## src/rtl/counter_sequencer_pkg.sv

```systemverilog
// Shared definitions for the counter sequencer: FSM state encoding and run modes.
package counter_sequencer_pkg;

  typedef enum logic [1:0] {
    ST_IDLE = 2'd0,
    ST_RUN  = 2'd1,
    ST_DONE = 2'd2
  } state_e;

  localparam logic MODE_ONESHOT  = 1'b0;
  localparam logic MODE_PERIODIC = 1'b1;

endpackage

```

## src/rtl/count_reg_inc.sv

```systemverilog
// WIDTH-bit counter register with synchronous reset, clear and enable.
// Exposes both the current value and its increment so the controller
// can compare against the limit without a second adder.
module count_reg_inc #(
  parameter int unsigned WIDTH = 4
) (
  input  logic             CLK,
  input  logic             RESET,
  input  logic             clr,
  input  logic             en,
  output logic [WIDTH-1:0] count,
  output logic [WIDTH-1:0] count_inc
);

  // Incrementer; truncation to WIDTH bits is intentional.
  always_comb begin
    count_inc = count + WIDTH'(1);
  end

  // Register: reset and clear dominate, enable loads the increment.
  always_ff @(posedge CLK) begin
    if (RESET || clr) begin
      count <= '0;
    end else if (en) begin
      count <= count_inc;
    end
  end

endmodule

```

## src/rtl/counter_sequencer.sv

```systemverilog
// Sequencing controller for a limit counter. Accepts a start command over a
// valid/ready handshake, counts 0..limit, strobes tick at the terminal count,
// and either restarts (periodic) or pulses done and returns to idle (one-shot).
module counter_sequencer
  import counter_sequencer_pkg::*;
#(
  parameter int unsigned WIDTH = 4
) (
  input  logic             CLK,
  input  logic             RESET,
  input  logic             cmd_valid,
  output logic             cmd_ready,
  input  logic [WIDTH-1:0] cmd_limit,
  input  logic             cmd_mode,
  input  logic             stop,
  output logic [WIDTH-1:0] count,
  output logic             busy,
  output logic             tick,
  output logic             done
);

  state_e           state_q, state_d;
  logic [WIDTH-1:0] limit_q;
  logic             mode_q;
  logic [WIDTH-1:0] count_inc;
  logic             transfer;
  logic             terminal;
  logic             cnt_clr;
  logic             cnt_en;

  // Handshake and terminal-count decode, shared by both comb processes.
  always_comb begin
    transfer = cmd_valid && !RESET && (state_q == ST_IDLE);
    terminal = (count == limit_q);
  end

  // State register.
  always_ff @(posedge CLK) begin
    if (RESET) begin
      state_q <= ST_IDLE;
    end else begin
      state_q <= state_d;
    end
  end

  // Command capture: limit and mode are only sampled on a transfer.
  always_ff @(posedge CLK) begin
    if (RESET) begin
      limit_q <= '0;
      mode_q  <= MODE_ONESHOT;
    end else if (transfer) begin
      limit_q <= cmd_limit;
      mode_q  <= cmd_mode;
    end
  end

  // Next-state logic; stop takes priority over the terminal count.
  always_comb begin
    state_d = state_q;
    unique case (state_q)
      ST_IDLE: begin
        if (transfer) begin
          state_d = ST_RUN;
        end
      end
      ST_RUN: begin
        if (stop) begin
          state_d = ST_IDLE;
        end else if (terminal && (mode_q == MODE_ONESHOT)) begin
          state_d = ST_DONE;
        end
      end
      ST_DONE: begin
        state_d = ST_IDLE;
      end
      default: begin
        state_d = ST_IDLE;
      end
    endcase
  end

  // Outputs and counter controls, decoded from registered state plus stop.
  always_comb begin
    cmd_ready = 1'b0;
    busy      = 1'b0;
    tick      = 1'b0;
    done      = 1'b0;
    cnt_clr   = 1'b0;
    cnt_en    = 1'b0;
    unique case (state_q)
      ST_IDLE: begin
        // Ready is withheld during reset so a handshake can never appear to complete.
        cmd_ready = !RESET;
        cnt_clr   = transfer;
      end
      ST_RUN: begin
        busy = 1'b1;
        tick = terminal && !stop;
        if (!stop) begin
          cnt_en  = !terminal;
          cnt_clr = terminal && (mode_q == MODE_PERIODIC);
        end
      end
      ST_DONE: begin
        done = 1'b1;
      end
      default: begin
        cmd_ready = 1'b0;
      end
    endcase
  end

  count_reg_inc #(
    .WIDTH(WIDTH)
  ) u_count (
    .CLK      (CLK),
    .RESET    (RESET),
    .clr      (cnt_clr),
    .en       (cnt_en),
    .count    (count),
    .count_inc(count_inc)
  );

  // The increment is consumed inside the counter; the comparison uses count directly.
  logic unused_count_inc;
  assign unused_count_inc = ^count_inc;

endmodule

```

## config.mk

```make
export PLATFORM = sky130hd
export DESIGN_NAME = counter_sequencer
export DESIGN_NICKNAME = d
export VERILOG_FILES = /design/src/rtl/counter_sequencer_pkg.sv /design/src/rtl/count_reg_inc.sv /design/src/rtl/counter_sequencer.sv
export SDC_FILE = /design/constraint.sdc
export NUM_CORES = 1
export LEC_CHECK = 0
export CAP_MARGIN = 20
export CORE_AREA = 5 5 42 44
export CTS_BUF_LIST = sky130_fd_sc_hd__clkbuf_4
export DETAILED_ROUTE_END_ITERATION = 10
export DIE_AREA = 0 0 47 49
export DONT_BUFFER_PORTS = 1
export HOLD_SLACK_MARGIN = 0.02
export PLACE_DENSITY_LB_ADDON = 0.15
export SETUP_SLACK_MARGIN = 0.05
export SLEW_MARGIN = 20
export SYNTH_ARGS = -nofsm -noshare
export SYNTH_HDL_FRONTEND = slang
export SYNTH_SLANG_ARGS = --single-unit
```

## constraint.sdc

```tcl
create_clock -name CLK -period 2.9 [get_ports CLK]
set_input_delay 0.29 -clock CLK [delete_from_list [all_inputs] [get_ports CLK]]
set_output_delay 0.29 -clock CLK [all_outputs]
set_load 0.02 [all_outputs]
```

==> metrics, run 1 <==
post-layout instance area 611.8 um2; n_diodes 0; Resized cells post-CTS 0; met3 usage 3.690%; Clock Skew 0.0007600 ns; Hold-fix buffers, CTS 0; synthesis-to-layout area growth 7.709%; Setup Fix Bufs, Post-CTS 0; CP Capture Type primary output; simple-gate share of the synthesized area 25.33%; Slew HR 59.61%; busiest grt layer met1; switching share of power 28.72%; reg2reg path depth 4; total number of vias 406; Reg2Reg Capture Point u_count.count[1]; Cells after Synth 56; CTS tree yes; CP Launch Point u_count.count[0]; Comb pwr share 16.1%; DRC viols 0; DRT iter0 DRCs 5; Crit Path Max Fanout 5; first-pass GRT wire length 1759 um; CTS Buf Count 3; Synth Area in Adders 2.203%; clk buf depth 2; mux share of post-synthesis cell area 8.811%; Leak 0.0002464 uW; Clock Tree Root clkbuf_4; worst endpoint data arrival time 1.96 ns; Die X 47 um; clock power share 32.9%; Seq/Total Area, Yosys 38.77%; status completed; worst setup path endpoint tick; critical path's slowest cell or4_4; slowest stage delay, CP 0.61 ns; input/output buffers 0; crit share post-route 77.44%; Initial Utilization 40.54%; clock-pin slew on the worst setup and hold paths 0.07 ns; mapped cell area 568.0 um2; Seq pwr share 51.0%; family with the most delay on the worst path simple AND/OR/NAND/NOR gates; met2 Use GR 13.12%; ANT nets after route 0; area of the multi-input gates 340.3 um2; Worst Path Class, Setup register to primary output; # IOs 17; Least-Margin Pin Slew 0.6032 ns; fin nets 70; GRT Overall Usage 10.52%; Max VDD drop 0.2862 mV; H-tree levels 1; Pwr per Cell Area 529.9 mW/mm2; antenna violations before repair 0; register bit total from synthesis 11; vias per inst 5.413; r2r setup slk 1.18 ns; routed length per instance 14.05 um; worst hold path class input pin to register; CP cell instances xor2_1 > or4_4 > nor2_1; Syn. warnings 0; die area 0.002303 mm2; Setup TNS Final 0 ns; Die Ht 49 um; sw power 93.11 uW; vias in the first global route 391; Core Box Area 0.001401 mm2; Clk Latency, worst-skew pair 0.27 ns; largest family of logic cells by synthesized area simple AND/OR/NAND/NOR gates; # Max-Cap Violations 0; worst path bufs/invs 0; highest clock rate 445.3 MHz; Final Hold Viols 0; largest net degree at the start of global routing 9; placed cell areas 584.3 um2; Reg-to-Reg Start u_count.count[0]; syn nets 66; Synth Area in Compound Gates 14.54%; router iterations before antenna repair 4; HPWL Detailed 838.3 um; met1 Use GR 14.63%; FP Rows 14; Netlist cell types 24; worst slack at placement 0.9427 ns; Final setup viols 0; internal power 231.1 uW; RSZ-0062 raised after global routing no; fin crit period 2.246 ns; CP Launch Type register; Final Worst Setup Slack 0.6543 ns; TritonCTS Sinks 11; Critical Path Stages 3; layout cells sized above 1 20.34%; Slew Limit Fails 0; required time worst endpoint 2.61 ns; FF+latch area 220.2 um2; Mean Syn Cell Area 10.14 um2; Layout fillers 150; total routed wirelength 1054 um; placer congestion estimate 0.7395; total grt overflow 0; XOR/XNOR Fraction of Synth Area 9.031%
[metal layers]
layer / vias to the layer above / wire [um]
met2: 15 / 448
met1: 182 / 487
met5: - / 0
li1: 205 / -
met3: 4 / 95
met4: 0 / 23
[worst reg2reg max path, stage by stage (launching register included)]
cell	delay (ns)
dfxtp_1	0.55
xor2_1	0.19
or4_4	0.61
o21ai_4	0.21
a21oi_1	0.06
[Yosys cell counts, drive strengths merged]
master	count	area [um2]
a31oi	1	6.260
dfxtp	11	220.2
nor4	1	12.51
nor2	9	33.78
or3	2	12.51
or4	1	11.26
nand2b	1	6.260
ha	1	12.51
nor2b	2	12.51
a21oi	3	15.01
o21bai	1	7.510
mux2i	5	50.05
nor3b	2	31.28
buf	1	3.750
nand2	2	7.510
nand3	2	10.01
or2	1	6.260
xor2	5	51.30
o21ai	3	26.28
o41ai	1	27.53
inv	1	3.750
[power groups by stage]
stage	Combinational (uW)	Clock (uW)	Sequential, uW
floorplan	48.1	0	168
global placement	52.0	0	169
detailed placement	52.4	0	169
CTS	52.6	111	166
global route	57.5	120	167
finish	52.3	107	165
[how the worst min path moves through the flow]
stage,startpoint,to,slack (ns),cells after the start
6_report,RESET,limit_q[3],0.08,1
2_1_floorplan,mode_q,state_q[1],0.43,1
3_5_place_dp,RESET,limit_q[3],0.37,1
4_1_cts,RESET,limit_q[3],0.07,1
3_3_place_gp,RESET,limit_q[2],0.36,1
5_1_grt,RESET,mode_q,0.06,1
[logic make-up (layout without fill, tap and decap cells)]
group,after synthesis,in the layout
AO/OA/AOI/OAI,9,9
buffers and inverters,2,5
AND/OR/NAND/NOR,23,23
XOR/XNOR,5,5
adder cells (fa/ha/maj),1,1
flip-flops,11,11
multiplexers,5,5
[through the flow]
stage / util [%] / power [uW] / hold slack [ns] / std cells
after detailed placement: 41.70 / 221.7 / 0.3666 / 71
after global routing: 43.66 / 344.2 / 0.06206 / 75
after CTS: 43.66 / 329.7 / 0.07277 / 75
after floorplan: - / 215.8 / 0.4335 / 56
final: 43.66 / 324.2 / 0.07816 / 75
after global placement: 41.70 / 221.4 / 0.3635 / 71
[layout make-up]
class                      instances  share of cell area (%)
clock inverter                     1                  0.8180
multi-input combinational         43                   55.62
sequential                        11                   35.99
clock buffer                       3                   3.681
tap                               16                   3.272
inverter                           1                  0.6135
[registers in the layout, summed over array words and instances (netlist names)]
| signal | cells |
|---|---|
| state_q | 2 |
| limit_q | 4 |
| u_count.count | 4 |
| mode_q | 1 |
[layout by cell type (no fill, tap or decap), drive strengths merged]
cell type	count
nor4	1
inv	1
nor2b	2
o21bai	1
a31oi	1
nor3b	2
o21ai	3
or3	2
dfxtp	11
clkbuf	3
mux2i	5
nand2b	1
nor2	9
nand2	2
ha	1
a21oi	3
o41ai	1
nand3	2
xor2	5
or4	1
clkinv	1
or2	1
(Power assumes the default switching activity.)
==> run 2, diff against run 1 <==
Clock period 2.9 ns to 2 ns, I/O delays scaled along.
==> metrics, run 2 (same netlist as run 1, synthesis figures left out) <==
most frequent cells in the layout 10 x dfxtp_1, 9 x nor2_1, 5 x mux2i_1, 5 x buf_4; worst endpoint data arrival time 1.65 ns; Least-Margin Pin Slew 0.6036 ns; Reg-to-Reg Start u_count.count[3]; critical path's slowest cell or4_4; switching share of power 27.10%; FP Rows 14; clk buf depth 2; total grt overflow 0; CP cell instances xor2_2 > or4_4 > nor2_1 > buf_4; first-pass GRT wire length 1773 um; area of the multi-input gates 340.3 um2; Die Ht 49 um; status completed; CTS Buf Count 3; family with the most delay on the worst path simple AND/OR/NAND/NOR gates; DRT iter0 DRCs 9; synthesis-to-layout area growth 16.74%; Clock Skew 0.007979 ns; required time worst endpoint 1.80 ns; H-tree levels 1; TritonCTS Sinks 11; CP Launch Point u_count.count[3]; Final Hold Viols 0; Clock Tree Root clkbuf_4; internal power 358.0 uW; highest clock rate 540.9 MHz; Slew HR 59.58%; Initial Utilization 40.54%; clock-pin slew on the worst setup and hold paths 0.07 ns; Final setup viols 0; CTS tree yes; biggest regs limit_q: 4 flops, u_count.count: 4 flops, state_q: 2 flops; crit share post-route 92.44%; vias per inst 5.173; Worst Hold Slack 0.07146 ns; CP Launch Type register; Setup TNS Final 0 ns; FF+latch area 221.5 um2; largest net degree at the start of global routing 8; Finished Core Util 47.32%; Seq pwr share 48.6%; Crit Path Max Fanout 4; Worst Path Class, Setup register to primary output; Clk Latency, worst-skew pair 0.28 ns; layout cells sized above 1 27.69%; Pwr per Cell Area 740.6 mW/mm2; router iterations before antenna repair 2; RSZ-0062 raised after global routing no; Core Box Area 0.001401 mm2; vias in the first global route 417; # Max-Cap Violations 0; # IOs 17; Design Power 491.1 uW; Setup Fix Bufs, Post-CTS 0; sw power 133.1 uW; Slew Limit Fails 0; fin crit period 1.849 ns; routed length per instance 13.28 um; HPWL Detailed 846.8 um; GRT Overall Usage 11.00%; Comb pwr share 17.4%; worst hold path class input pin to register; slowest stage delay, CP 0.54 ns; worst path bufs/invs 1; fin nets 76; Layout fillers 144; die area 0.002303 mm2; DRC viols 0; Max VDD drop 0.4494 mV; n_diodes 0; CP Capture Type primary output; total routed wirelength 1076 um; input/output buffers 0; ANT nets after route 0; commonest non-fill, non-tap cell in the layout dfxtp_1; Die X 47 um; placer congestion estimate 0.7113; clock power share 34.0%; Leak 0.0002787 uW; HP Start cmd_limit[3]; antenna violations before repair 0; total number of vias 419
-- run 2: cell types whose count changed in the layout (fill, tap and decap cells not counted) --
cell / previous run / this run
clkbuf_4: 3 / 4
dfxtp_2: 0 / 1
clkinv_2: 1 / 0
buf_4: 0 / 5
dfxtp_1: 11 / 10
dlygate4sd3_1: 0 / 1
-- run 2: routing by layer --
metal	vias up	GRT usage, %	part of all wire [%]
li1	217	-	-
met1	182	13.69	43
met2	15	14.48	42
met3	5	4.428	11
met4	0	8.295	3.5
met5	-	0	0
-- run 2: cell type report --
class	count	area share [%]
sequential	11	33.40
timing repair buffer	6	7.170
multi-input combinational	43	51.32
inverter	1	0.5660
tap	16	3.019
clock buffer	4	4.528
-- run 2: power by group through the flow --
| stage | combinational (uW) | clock, uW | sequential, uW |
|---|---|---|---|
| final | 85.3 | 167 | 239 |
| after global routing | 94.1 | 189 | 240 |
| after CTS | 86.1 | 173 | 239 |
| after detailed placement | 82.9 | 0 | 244 |
| after global placement | 83.0 | 0 | 244 |
| after floorplan | 69.7 | 0 | 243 |
-- run 2: final timing paths --
| path | cells past startpoint | slack, ns | to |
|---|---|---|---|
| worst max-delay path | 4 | 0.15 | tick |
| worst min-delay path | 2 | 0.07 | limit_q[3] |
| worst max register to register | 4 | 0.50 | u_count.count[3] |
| worst min register to register | 1 | 0.46 | state_q[1] |
-- run 2: through the flow --
stage | worst slack (ns) | area, um2 | cells
2_1_floorplan | 0.2204 | 568.0 | 56
3_3_place_gp | 0.3572 | 621.8 | 76
3_5_place_dp | 0.3532 | 621.8 | 76
4_1_cts | 0.1419 | 663.1 | 81
5_1_grt | 0.09153 | 663.1 | 81
6_report | 0.1511 | 663.1 | 81
-- run 2: repair_timing --
item,in CTS,in global routing
hold endpoints to repair,5,0
gates resized for setup,1,0
hold buffers,1,0
setup endpoints to repair,1,0
==> run 3, diff against run 2 <==
Settings changed: CAP_MARGIN 20 to default, CELL_PAD_IN_SITES_DETAIL_PLACEMENT from default to 1, CELL_PAD_IN_SITES_GLOBAL_PLACEMENT from default to 1, CORE_AREA 5 5 42 44 to default, CORE_MARGIN from default to 5, CORE_UTILIZATION from default to 42, DIE_AREA 0 0 47 49 to default, SETUP_SLACK_MARGIN 0.05 to default.
==> metrics, run 3 (same netlist as run 1, synthesis figures left out) <==
worst path bufs/invs 1; Setup Fix Bufs, Post-CTS 0; met3 WL post-DR 68 um; FF+latch area 221.5 um2; worst hold path class input pin to register; internal power 357.6 uW; highest clock rate 515.0 MHz; Layout fillers 145; CTS Buf Count 3; CP Launch Type register; Final setup viols 0; Die Ht 46.78 um; crit share post-route 97.09%; HP Start cmd_mode; GRT Overall Usage 14.29%; Die X 46.78 um; total number of vias 436; CP Launch Point u_count.count[2]; Slew HR 61.82%; synthesis-to-layout area growth 15.20%; Initial Utilization 44.21%; Slew Limit Fails 0; vias in the first global route 448; n_diodes 0; family with the most delay on the worst path simple AND/OR/NAND/NOR gates; Pwr per Cell Area 751.4 mW/mm2; commonest non-fill, non-tap cell in the layout dfxtp_1; Final Worst Setup Slack 0.05823 ns; Seq pwr share 48.7%; placer congestion estimate 0.6843; Clock Skew 0.004272 ns; biggest regs limit_q: 4 flops, u_count.count: 4 flops, state_q: 2 flops; worst slack at placement 0.3333 ns; DRT iter0 DRCs 5; CP cell instances xor2_1 > or4_4 > nor2_1 > buf_4; area of the multi-input gates 340.3 um2; total routed wirelength 1305 um; Setup TNS Final 0 ns; fin crit period 1.942 ns; most frequent cells in the layout 10 x dfxtp_1, 9 x nor2_1, 5 x mux2i_1; total grt overflow 0; Finished Core Util 50.93%; Routed met2 length 714 um; ANT nets after route 0; H-tree levels 1; TritonCTS Sinks 11; layout cells sized above 1 26.56%; CTS tree yes; DRC viols 0; slowest stage delay, CP 0.54 ns; Met1 Routed Length 523 um; vias per inst 5.519; Design Power 491.7 uW; top routing layer in use met3; CP Capture Type primary output; Worst Path Class, Setup register to primary output; Crit Path Max Fanout 5; die area 0.002188 mm2; Worst Hold Slack 0.09184 ns; clock-pin slew on the worst setup and hold paths 0.07 ns; clk buf depth 2; input/output buffers 0; HPWL Detailed 1105 um; Reg-to-Reg Start u_count.count[2]; Least-Margin Pin Slew 0.5702 ns; router iterations before antenna repair 4; largest net degree at the start of global routing 8; required time worst endpoint 1.80 ns; Leak 0.0002732 uW; Core Box Area 0.001285 mm2; # Max-Cap Violations 0; status completed; clock power share 33.4%; Max VDD drop 0.3627 mV; fin nets 75; # IOs 17; sw power 134.1 uW; routed length per instance 16.52 um; Clock Tree Root clkbuf_4; switching share of power 27.27%; Comb pwr share 17.9%; RSZ-0062 raised after global routing no; FP Rows 13; worst endpoint data arrival time 1.74 ns; critical path's slowest cell dfxtp_1; Final Hold Viols 0; antenna violations before repair 0; Clk Latency, worst-skew pair 0.26 ns; first-pass GRT wire length 2152 um
-- run 3: cell count changes in the layout (fill, tap and decap cells not counted), sizes merged --
cell / change
buf: -1
-- run 3: area by class of cell --
| type | instances | area share, % |
|---|---|---|
| clock buffer | 4 | 4.589 |
| tap | 15 | 2.868 |
| timing repair buffer | 5 | 6.119 |
| inverter | 1 | 0.5736 |
| multi-input combinational | 43 | 52.01 |
| sequential | 11 | 33.84 |
-- run 3: stage by stage --
step,instance area [um2],std cells
finish,654.4,79
global route,654.4,79
CTS,653.1,79
detailed placement,613.1,74
global placement,613.1,74
floorplan,568.0,56
-- run 3: worst paths after layout --
check             cells after the start                to  slack, ns
setup / recovery                      4              tick       0.06
hold / removal                        2            mode_q       0.09
setup reg to reg                      4  u_count.count[0]       0.38
hold reg to reg                       1        state_q[1]       0.47
-- run 3: timing repair --
item | in CTS | in global routing
gates resized for setup | 0 | 1
hold buffers | 1 | 0
endpoints found under the hold margin | 5 | 0
setup endpoints to repair | 0 | 1
-- run 3: per-layer routing --
layer  global-route usage (%)  up-vias
li1                         -      215
met1                    13.72      214
met2                    26.83        7
met3                    6.130        0
met4                    4.972        0
met5                        0        -
-- run 3: power groups by stage --
| stage | Sequential (uW) | Clock, uW | Combinational [uW] |
|---|---|---|---|
| after floorplan | 243 | 0 | 69.7 |
| after global placement | 244 | 0 | 81.5 |
| after detailed placement | 245 | 0 | 86.4 |
| after CTS | 240 | 169 | 89.3 |
| after global routing | 241 | 176 | 94.5 |
| final | 239 | 164 | 88.0 |
